`src/rtl/hazard_pkg.sv`:
```
// Shared types and helpers for the pipeline stall/flush controller.
package hazard_pkg;

  // Controller state: normal flow, or frozen behind a multi-cycle mul/div in EX.
  typedef enum logic {
    RUN     = 1'b0,
    MD_BUSY = 1'b1
  } hz_state_t;

  // Writes to r0 are discarded, so a load to r0 can never create a load-use hazard.
  localparam logic [4:0] REG_ZERO = 5'd0;

  // Width of the mul/div freeze counter. Never narrower than one bit so the
  // single-cycle configuration still elaborates a legal vector.
  function automatic int cnt_w(input int cycles);
    int w;
    w = $clog2(cycles);
    return (w < 1) ? 1 : w;
  endfunction

endpackage

```
`src/rtl/hazard_stall_unit_muldiv_stall_counter.sv`:
```
// Down counter that times the MD_BUSY phase of a multi-cycle mul/div.
// Loads MULDIV_CYCLES-2 (the number of MD_BUSY cycles), decrements while
// enabled and never wraps below zero. 'last' flags that the next decrement
// reaches zero, i.e. the current MD_BUSY cycle is the final one.
module muldiv_stall_counter
  import hazard_pkg::*;
#(
  parameter int MULDIV_CYCLES = 4
) (
  input  logic clk,
  input  logic rst_n,
  input  logic load,
  input  logic dec,
  output logic last
);

  localparam int CW = cnt_w(MULDIV_CYCLES);
  localparam int LOAD_INT = (MULDIV_CYCLES > 2) ? (MULDIV_CYCLES - 2) : 0;
  localparam logic [CW-1:0] LOAD_VAL = CW'(LOAD_INT);
  localparam logic [CW-1:0] ONE = CW'(1);

  logic [CW-1:0] cnt_q;
  logic [CW-1:0] cnt_d;

  // Next count: load has priority, decrement saturates at zero.
  always_comb begin
    cnt_d = cnt_q;
    if (load) begin
      cnt_d = LOAD_VAL;
    end else if (dec && (cnt_q != '0)) begin
      cnt_d = cnt_q - ONE;
    end
  end

  // Count register; reset clears it so an aborted freeze leaves no residue.
  always_ff @(posedge clk) begin
    if (!rst_n) begin
      cnt_q <= '0;
    end else begin
      cnt_q <= cnt_d;
    end
  end

  assign last = (cnt_q <= ONE);

endmodule

```
`src/rtl/hazard_stall_unit.sv`:
```
// Stall/flush controller for the 5-stage pipeline: load-use stalls, mul/div
// freezes and taken-branch flushes. Outputs are Mealy (state + inputs).
// Optional feature macro: HAZARD_PERF_CNT_EN enables the saturating
// stall_cycles / flush_events performance counters; otherwise both read 0.
module hazard_stall_unit
  import hazard_pkg::*;
#(
  parameter int MULDIV_CYCLES = 4,
  parameter int PERF_W        = 32
) (
  input  logic              clk,
  input  logic              rst_n,
  input  logic              id_ex_mem_read,
  input  logic [4:0]        id_ex_write_reg,
  input  logic              id_ex_muldiv,
  input  logic [4:0]        if_id_instr_rs,
  input  logic [4:0]        if_id_instr_rt,
  input  logic              if_id_uses_rt,
  input  logic              branch_taken,
  output logic              pc_write,
  output logic              if_id_write,
  output logic              id_ex_write,
  output logic              id_ex_bubble,
  output logic              ex_mem_bubble,
  output logic              if_id_flush,
  output logic              muldiv_busy,
  output logic [PERF_W-1:0] stall_cycles,
  output logic [PERF_W-1:0] flush_events
);

  // A single-cycle mul/div behaves like any ALU op; a two-cycle one freezes
  // only its first EX cycle and never needs the MD_BUSY state.
  localparam bit MD_STALL = (MULDIV_CYCLES > 1);
  localparam bit MD_FSM   = (MULDIV_CYCLES > 2);

  hz_state_t state_q;
  hz_state_t state_d;
  logic      load_use;
  logic      cnt_load;
  logic      cnt_dec;
  logic      cnt_last;

  assign load_use = id_ex_mem_read && (id_ex_write_reg != REG_ZERO) &&
                    ((id_ex_write_reg == if_id_instr_rs) ||
                     (if_id_uses_rt && (id_ex_write_reg == if_id_instr_rt)));

  muldiv_stall_counter #(
    .MULDIV_CYCLES(MULDIV_CYCLES)
  ) u_cnt (
    .clk   (clk),
    .rst_n (rst_n),
    .load  (cnt_load),
    .dec   (cnt_dec),
    .last  (cnt_last)
  );

  // Next state, counter control and pipeline control outputs.
  always_comb begin
    state_d       = state_q;
    cnt_load      = 1'b0;
    cnt_dec       = 1'b0;
    pc_write      = 1'b1;
    if_id_write   = 1'b1;
    id_ex_write   = 1'b1;
    id_ex_bubble  = 1'b0;
    ex_mem_bubble = 1'b0;
    if_id_flush   = 1'b0;
    muldiv_busy   = 1'b0;

    if (!rst_n) begin
      // Hold the front end and keep NOPs flowing while in reset.
      state_d       = RUN;
      pc_write      = 1'b0;
      if_id_write   = 1'b0;
      id_ex_write   = 1'b0;
      id_ex_bubble  = 1'b1;
      ex_mem_bubble = 1'b1;
    end else begin
      case (state_q)
        RUN: begin
          if (branch_taken) begin
            // Redirect wins; wrong-path instructions in IF/ID and ID/EX die.
            if_id_flush  = 1'b1;
            id_ex_bubble = 1'b1;
          end else if (id_ex_muldiv && MD_STALL) begin
            pc_write      = 1'b0;
            if_id_write   = 1'b0;
            id_ex_write   = 1'b0;
            ex_mem_bubble = 1'b1;
            if (MD_FSM) begin
              cnt_load = 1'b1;
              state_d  = MD_BUSY;
            end
          end else if (load_use) begin
            // One bubble is enough: the load moves to MEM and forwarding takes over.
            pc_write     = 1'b0;
            if_id_write  = 1'b0;
            id_ex_bubble = 1'b1;
          end
        end
        MD_BUSY: begin
          pc_write      = 1'b0;
          if_id_write   = 1'b0;
          id_ex_write   = 1'b0;
          ex_mem_bubble = 1'b1;
          muldiv_busy   = 1'b1;
          cnt_dec       = 1'b1;
          if (cnt_last) begin
            state_d = RUN;
          end
        end
        default: begin
          state_d = RUN;
        end
      endcase
    end
  end

  // State register.
  always_ff @(posedge clk) begin
    if (!rst_n) begin
      state_q <= RUN;
    end else begin
      state_q <= state_d;
    end
  end

`ifdef HAZARD_PERF_CNT_EN
  logic [PERF_W-1:0] stall_q;
  logic [PERF_W-1:0] stall_d;
  logic [PERF_W-1:0] flush_q;
  logic [PERF_W-1:0] flush_d;

  // Saturating event counts: frozen-PC cycles outside reset, and flush cycles.
  always_comb begin
    stall_d = stall_q;
    flush_d = flush_q;
    if (rst_n && !pc_write && (stall_q != '1)) begin
      stall_d = stall_q + 1'b1;
    end
    if (if_id_flush && (flush_q != '1)) begin
      flush_d = flush_q + 1'b1;
    end
  end

  // Performance counter registers.
  always_ff @(posedge clk) begin
    if (!rst_n) begin
      stall_q <= '0;
      flush_q <= '0;
    end else begin
      stall_q <= stall_d;
      flush_q <= flush_d;
    end
  end

  assign stall_cycles = stall_q;
  assign flush_events = flush_q;
`else
  assign stall_cycles = '0;
  assign flush_events = '0;
`endif

endmodule

```
`config.mk`:
```
export PLATFORM = sky130hd
export DESIGN_NAME = hazard_stall_unit
export DESIGN_NICKNAME = d
export VERILOG_FILES = /design/src/rtl/hazard_pkg.sv /design/src/rtl/hazard_stall_unit_muldiv_stall_counter.sv /design/src/rtl/hazard_stall_unit.sv
export SDC_FILE = /design/constraint.sdc
export NUM_CORES = 1
export LEC_CHECK = 0
export ABC_AREA = 0
export CAP_MARGIN = 25
export CORE_MARGIN = 1.5
export CORE_UTILIZATION = 30
export CTS_CLUSTER_DIAMETER = 50
export DETAILED_ROUTE_END_ITERATION = 12
export PLACE_DENSITY = 0.95
export SLEW_MARGIN = 20
export SYNTH_ARGS = -nofsm -noshare
export SYNTH_HDL_FRONTEND = slang
export SYNTH_HIERARCHICAL = 1
export SYNTH_SLANG_ARGS = --single-unit
```
`constraint.sdc`:
```
create_clock -name clk -period 2.7 [get_ports clk]
set_clock_uncertainty 0.2 [all_clocks]
set_input_delay 0.405 -clock clk [delete_from_list [all_inputs] [get_ports clk]]
set_output_delay 0.405 -clock clk [all_outputs]
set_load 0.02 [all_outputs]
```
### Word level (Yosys, flattened, before mapping)

Cells that the tools add are included.

| cells by class | value |
|---|---|
| $add $sub $neg | 1 |
| order comparisons | 1 |
| equality and inequality tests | 2 |
| multiplexer cells | 29 |
| bitwise operators | 2 |
| reduce and logical (&&, ||, !) cells | 9 |

Operators by type and width:

| kind | count |
|---|---|
| $mux 1 | 23 |
| $eq 5x5->1 | 2 |
| $pmux 1 s2 | 4 |
| $reduce_bool 5->1 | 1 |
| $logic_and 1x1->1 | 4 |
| $mux 2 | 2 |
| $reduce_bool 2->1 | 2 |
| $le 2x1->1 const B | 1 |
| $not 1->1 | 2 |
| $reduce_or 2->1 | 1 |
| $sub 2x1->2 const B | 1 |
| $logic_or 1x1->1 | 1 |

| word-level totals | value |
|---|---|
| register bits after elaboration | 3 |
| bits of input ports | 21 |
| output and inout port bits | 71 |
| logic and storage cells | 47 |

### Longest topological paths before layout

| logic depth | value |
|---|---|
| word-level depth | 9 |
| gate-level depth with buffers | 5 |
| depth with buffers taken out | 5 |

### Hierarchy

The synthesis kept the hierarchy.

By module, submodules not included:

| module | instances | cells an instance | area each (µm²) | sequential area each (µm²) |
|---|---|---|---|---|
| hazard_stall_unit | 1 | 96 | 710.7 | 20.0 |
| muldiv_stall_counter | 1 | 12 | 131.4 | 40.0 |

### Least setup slack after synthesis

No wires, ideal clock.

| path | value |
|---|---|
| path type | input to output |
| from | input id_ex_write_reg[1] |
| to | output pc_write |
| arrival time | 1,504 ps |
| required time | 2,095 ps |
| setup slack | 591 ps |
| stages | 4 |
| path buffers | 1 |
| cell sequence | or4_1 -> o21ai_2 -> o31a_1 -> buf_4 |

| between the ends | value |
|---|---|
| word-level cells in the longest chain between the ends | 9 |
| elaborated cells on any way between the ends | 12 |
| those cells by class | eq/ne: 2; mux: 5; reduce/logical: 5 |

RTL lines:

| element | line | RTL |
|---|---|---|
| start: declaration | hazard_stall_unit.sv:14 | `input logic [4:0] id_ex_write_reg,` |
| $eq 5x5->1 | hazard_stall_unit.sv:45 | `(if_id_uses_rt && (id_ex_write_reg == if_id_instr_rt)));` |
| $logic_and 1x1->1 | hazard_stall_unit.sv:45 |  |
| $logic_or 1x1->1 | hazard_stall_unit.sv:44 | `((id_ex_write_reg == if_id_instr_rs) \|\|` |
| $logic_and 1x1->1 * | hazard_stall_unit.sv:43 | `assign load_use = id_ex_mem_read && (id_ex_write_reg != REG_ZERO) &&` |
| $mux 1 * (3 in a row) | n/a |  |
| $pmux 1 s2 * | n/a |  |
| $mux 1 * | n/a |  |
| end: declaration | hazard_stall_unit.sv:20 | `output logic pc_write,` |

Mark *: on every way between the ends. The rest lies on a longest branch, timed or not.

### Worst setup path after layout

| path | value |
|---|---|
| from | input id_ex_write_reg[2] |
| to | output pc_write |

| between the ends | value |
|---|---|
| word-level cells in the longest chain between the ends | 9 |
| elaborated cells on any way between the ends | 12 |
| those cells by class | eq/ne: 2; mux: 5; reduce/logical: 5 |

RTL lines:

| element | line | RTL |
|---|---|---|
| $eq 5x5->1 | hazard_stall_unit.sv:45 |  |
| $logic_and 1x1->1 | hazard_stall_unit.sv:45 |  |
| $logic_or 1x1->1 | hazard_stall_unit.sv:44 |  |
| $logic_and 1x1->1 * | hazard_stall_unit.sv:43 |  |
| $mux 1 * | hazard_stall_unit.sv:94 | `end else if (load_use) begin` |
| $mux 1 * | hazard_stall_unit.sv:85 | `end else if (id_ex_muldiv && MD_STALL) begin` |
| $mux 1 * | hazard_stall_unit.sv:81 | `if (branch_taken) begin` |
| $pmux 1 s2 * | hazard_stall_unit.sv:79 | `case (state_q)` |
| $mux 1 * | hazard_stall_unit.sv:70 | `if (!rst_n) begin` |

Marked as above.

==> flow_summary.yaml <==
grt:
  antenna_found_initial: 0
  grt_pass1_vias: 467
  grt_overflow: 0
  grt_usage_pct: 8.08
  grt_pass1_wl_um: 1950
  grt_max_degree: 5
clocking:
  clk_latency_ns: 0.24
  hold_buffers: 0
  clk_pin_slew_ns: 0.04
  cts_tree: "yes"
  post_cts_buffers: 0
  cts_buffers: 3
  max-clock-path-buffers: 2
  root_buffer: "clkbuf_4"
  clock-sinks: 3
  cts_max_level: 1
timing:
  holdWs_ns: 0.282
  fmax_mhz: 383
  setup_viol: 0
  min_period_ns: 2.61
  hold_viol_final: 0
  timing.final.max_slew_violations: 0
  tns_ns: 0
  finalCritPeriodShare_pct: 96.7
synthesis:
  syn_area_sq_um: 842
  ys_ff_latch: 3
  yosys_warnings: 6
  synth_cell_type_count: 23
  ys_seq_area_share_pct: 7.13
  avgSynthCellArea_sq_um: 7.80
  synthCells: 108
critical_path:
  path_delay_family: "buffers and inverters"
  crit_arrival_ns: 2.01
  crit_path_max_incr_delay_ns: 0.46
  start_kind: "primary input"
  crit_type: "in -> out"
  crit_chain: "clkdlybuf4s50_1 > xor2_1 > nor4_2 > a32oi_1 > o31a_1 > buf_2"
  worstPathRequired_ns: 2.10
  crit_fanout: 3
  cp-end-kind: "primary output"
  path_buf_inv: 2
  cp_slowest_cell: "clkdlybuf4s50_1"
drt:
  routedWlPerCell_um: 7.83
  met1Wirelength_um: 438
  drt.antenna.violating_nets: 0
  wl_met3_um: 131
  wl_met2_um: 760
  vias: 576
  drt-total-wl_um: 1350
  dr.pass1.iters: 3
  drc_errors: 0
  drt_iter0_drc: 1
  top_layer_used: "met4"
  via_per_inst: 3.33
cells_and_area:
  nNetsFinal: 166
  nFillCells: 288
  areaGrowthSynthToFinish_pct: 13.8
  diodes: 0
  instances_no_fill: 173
  post-route-util_pct: 35.4
  final_area_sq_um: 958
  drive_above_1_share_pct: 11.3
place:
  placed_cell_area_sq_um: 937
  dp.cells: 169
  gp_congestion: 0.750
  dp_hpwl_um: 1200
  numPortBuffers: 27
die:
  num_io_pins: 92
  die-area_sq_um: 3130
  die_height_um: 56.0
  num_rows: 19
  die_w_um: 56.0
  start_util_pct: 31.1
  core_area_sq_um: 2710
power_and_ir_drop:
  power_density_nw_per_um2: 314
  netSwitchingFraction_pct: 48.2
  peakVddDrop_v: 0.000261
  switchingPower_w: 0.000145
  power_frac_comb_pct: 56.7
  internal-power_w: 0.000156
  pwr-share-seq_pct: 15.7
  power_leakage_nw: 0.493
  p_clk_share_pct: 27.5
run:
  max_cap_violations: 0
worst_hold_path:
  min_path_type: "reg -> reg"
run_status:
  status: "completed"
## cells in the final DEF (no fill, tap or decap), drive strengths merged
master         count
o21ai              1
or3                1
or4                1
dfxtp              3
inv                5
xor2               9
a32oi              1
nor3               1
nor4               1
conb              64
buf                8
mux2i              1
o221ai             1
ha                 2
nor2b              1
nand2b             4
xnor2              2
nor2               3
nand2              1
clkdlybuf4s50     24
o31a               1
clkbuf             4
o22ai              1
o21a               1
nor3b              1
## kinds of logic after synthesis
kind of cell	after synthesis	synth area share [%]
other	1	0.445
xor gates and xnor gates	11	11.4
muxes	1	1.19
AOI/OAI and AO/OA	6	5.80
buffers and inverters	70	60.2
adders and majority gates	2	2.97
and+or+nand+nor	14	10.8
DFF	3	7.13
## final cells by class
type	count	area [sq um]	area share, %
flip-flops and latches	3	60.1	6.27
repair buffers	32	293	30.5
well taps	31	38.8	4.05
multi-input cells	98	522	54.4
clock buffers	4	26.3	2.74
inverters	5	18.8	1.96
## registers in the layout, indices dropped and copies added, names as in the netlist
register,cells
u_cnt/cnt_q,2
state_q,1
## cell usage after synthesis (all sizes together)
master	count	area (sq um)
inv	5	18.8
a32oi	1	8.76
nor2	3	11.3
nor2b	1	13.8
or3	1	6.26
o221ai	1	8.76
o21a	1	7.51
nor3	1	5.00
nor4	1	6.26
buf	65	488
xor2	9	78.8
mux2i	1	10.0
conb	1	3.75
nand2	1	3.75
nor3b	1	12.5
o21ai	1	8.76
o22ai	1	6.26
dfxtp	3	60.1
or4	1	7.51
o31a	1	8.76
xnor2	2	17.5
ha	2	25.0
nand2b	4	25.0
## what timing repair did
item,in CTS,in global routing
gates resized for setup,13,2
pin swaps,2,0
setup endpoints to repair,3,3
## metal layers
layer  track usage [%]  vias up
li1                  -      279
met1              7.53      245
met2              15.8       50
met3             0.698        2
met4              6.12        0
met5                 0        -
## worst min-delay path, cell delays in order, from the launching register on
cell and delay (ns):
dfxtp_1 0.30, nand2b_1 0.07, o22ai_1 0.06
## per-stage QoR
| step | total power, W | worst slack, ns |
|---|---|---|
| 2_1_floorplan | 0.000233 | 0.591 |
| 3_3_place_gp | 0.000217 | -0.281 |
| 3_5_place_dp | 0.000218 | -0.302 |
| 4_1_cts | 0.000298 | 0.0230 |
| 5_1_grt | 0.000320 | -0.00171 |
| 6_report | 0.000301 | 0.0892 |
## worst paths after layout
| kind | from | end | slack [ns] | cells past startpoint |
|---|---|---|---|---|
| hold reg to reg | u_cnt/cnt_q[1] | state_q | 0.28 | 2 |
| hold / removal | u_cnt/cnt_q[1] | state_q | 0.28 | 2 |
| setup reg to reg | u_cnt/cnt_q[0] | u_cnt/cnt_q[1] | 1.36 | 5 |
| setup / recovery | id_ex_write_reg[2] | pc_write | 0.09 | 6 |
## power groups by stage
stage                     logic, W  registers, W  clock network (W)
after floorplan           0.000185     0.0000478                  0
after global placement    0.000169     0.0000480                  0
after detailed placement  0.000170     0.0000480                  0
after CTS                 0.000169     0.0000474          0.0000815
after global routing      0.000182     0.0000476          0.0000910
final                     0.000170     0.0000473          0.0000828
(Power assumes the default switching activity.)
==> RTL edit: new RTL, same settings <==
`MULDIV_CYCLES` is set to 4 in 2 places; all go to 5.
--- a/src/rtl/hazard_stall_unit_muldiv_stall_counter.sv
+++ b/src/rtl/hazard_stall_unit_muldiv_stall_counter.sv
@@ -7,3 +7,3 @@
 #(
-  parameter int MULDIV_CYCLES = 4
+  parameter int MULDIV_CYCLES = 5
 ) (
--- a/src/rtl/hazard_stall_unit.sv
+++ b/src/rtl/hazard_stall_unit.sv
@@ -7,3 +7,3 @@
 #(
-  parameter int MULDIV_CYCLES = 4,
+  parameter int MULDIV_CYCLES = 5,
   parameter int PERF_W        = 32
Formal check against the unedited RTL: not equivalent (a bounded check fails within 4 cycles, from zero or initial values and one cycle with rst_n low).
==> RTL edit against the unedited design <==
  * The run now ends with design-rule violations left
  * Count of clock-buffer cells in the layout fell by 1
  * Setup slack improved by 0.055 ns
  * Critical path depth stayed put
  * Final area increased by 8.9%
  * Hold slack improved by 0.034 ns
  * Sequential cell count is 1 higher
  * Global-route usage increased by 0.93 points
  * Clock power shrank 10%
  * Power up 8.2%
  * Wire length grew 19%
  * Sequential share of layout area up 1.4 points
  * Synthesized area rose by 8.9%
  * Largest power group unchanged
==> RTL edit: results (changes against the unedited design) <==
stage;metric;value;unit;change
status;outcome;finished with violations;;
status;violations;design-rule violations;;
detailed_routing;viasPerCell;3.68;;+11%
grt;grt_pass1_vias;540;;+16%
clocking;clk_pin_slew;0.04;ns;about the same
synthesis;synth_ff_type;dfxtp_1;;
placement;hpwl;1400;um;+17%
layout;drive_above_1_share;10.7;%;-0.53 points
synthesis;synth.distinct_cells;27;;+17%
critical_path;cp_slowest_stage_delay;0.47;ns;
placement;globalplace.congestion;0.738;;-1.7%
worst_hold_path;hp-class;flop to flop;;
clocking;htree_levels;1;;unchanged
placement;placed_area;1000;um2;+7.2%
synthesis;yosysWarnings;6;;unchanged
placement;port_buffers;27;;unchanged
synthesis;yosys-top-cells-count;65 x buf_4, 9 x xor2_1, 5 x inv_1, 5 x nor2_1, 4 x dfxtp_1;;
critical_path;slowest_stage;clkdlybuf4s50_1;;
grt;grt_first_pass_wirelength;2340;um;+20%
detailed_routing;drt-initial-drc-count;14;;+13
grt;antenna_found_initial;0;;unchanged
layout;num_antenna_cells;0;;unchanged
placement;dpl.cell_count;177;;+4.7%
detailed_routing;drc;4;;+4
detailed_routing;firstDrtPassIters;11;;+8
clocking;cts_buffers;3;;unchanged
synthesis;postSynthAreaPerCell;7.84;um2;+0.54%
detailed_routing;wl_per_cell;8.95;um;+14%
detailed_routing;wirelength;1610;um;+19%
critical_path;critPathTopFamily;buffers and inverters;;
pwr;vdd_drop_max;155;uV;-40%
synthesis;synth-async-reset-ratio;0;%;unchanged
critical_path;cp-startpoint;id_ex_write_reg[4];;
synthesis;synth-seq-area-share;8.73;%;+1.6 points
pwr;p_leak;0.573;nW;+16%
critical_path;worst-path-max-fanout;3;;unchanged
clocking;root_buffer;clkbuf_4;;
worst_hold_path;min_from;state_q;;
clocking;clk_path_buf_depth;2;;unchanged
grt;grt_max_degree;7;;+2
clocking;postCtsSetupBuffers;0;;unchanged
layout;reg_top3;u_cnt/cnt_q: 3 flops, state_q: 1 flops;;
grt;grt_usage;9.01;%;+0.93 points
critical_path;r2r_start;u_cnt/cnt_q[0];;
clocking;clk_latency;0.24;ns;about the same
critical_path;arrival;1.95;ns;-0.06 ns
synthesis;synth_area_leaders;buf_4 53%, dfxtp_1 8.7%, xor2_1 8.6%;;
==> RTL edit: cell families (layout without fill, tap and decap cells) <==
| family | Yosys count | in the layout | share of synthesized area [%] |
|---|---|---|---|
| xor+xnor | 10 | 10 | 9.55 |
| buf+inv | 70 | 39 | 55.3 |
| fa+ha+maj | 3 | 3 | 4.09 |
| compound gates | 9 | 9 | 7.78 |
| simple gates | 20 | 20 | 14.2 |
| other cells | 1 | 64 | 0.409 |
| flops | 4 | 4 | 8.73 |
==> RTL edit: worst paths after layout <==
kind                            depth (start not counted)        endpoint  slack (ns)
worst max-delay path                                    6    id_ex_bubble        0.14
worst min-delay path                                    2         state_q        0.32
worst max register to register                          5  u_cnt/cnt_q[2]        1.20
worst min register to register                          2         state_q        0.32
==> RTL edit: where the power goes <==
group | total (W) | switching, W | internal [W]
sequential | 0.0000645 | 0.00000222 | 0.0000623
clock | 0.0000743 | 0.0000246 | 0.0000497
combinational | 0.000186 | 0.000127 | 0.0000595
==> RTL edit: area by class of cell <==
class / instances / area [um2]
repair buffers: 31 / 299
multi-input cells: 106 / 584
fillers: 301 / 1790
inverters: 5 / 18.8
well taps: 31 / 38.8
clock buffers: 3 / 22.5
flip-flops and latches: 4 / 80.1
==> RTL edit: routing by layer <==
metal	GRT usage (%)	part of all wire (%)	wire length (um)
met1	9.80	36	584
met4	4.98	1.4	22
met2	17.0	55	887
met5	0	0	0
met3	0.659	7.3	117
==> RTL edit: worst min-delay path, stage by stage (launching register included) <==
cell	delay (ns)
dfxtp_1	0.32
nand2_1	0.08
o22ai_1	0.07
==> RTL edit: what timing repair did <==
action                                  4_1_cts  5_1_grt
pin swaps                                     2        2
gates resized for setup                      13        5
endpoints found under the setup margin        3        3
==> RTL edit: per-stage QoR <==
step | setup WS, ns | power [W]
5_1_grt | 0.0452 | 0.000346
4_1_cts | 0.0142 | 0.000324
3_3_place_gp | -0.297 | 0.000246
6_report | 0.144 | 0.000325
2_1_floorplan | 0.591 | 0.000261
3_5_place_dp | -0.297 | 0.000249
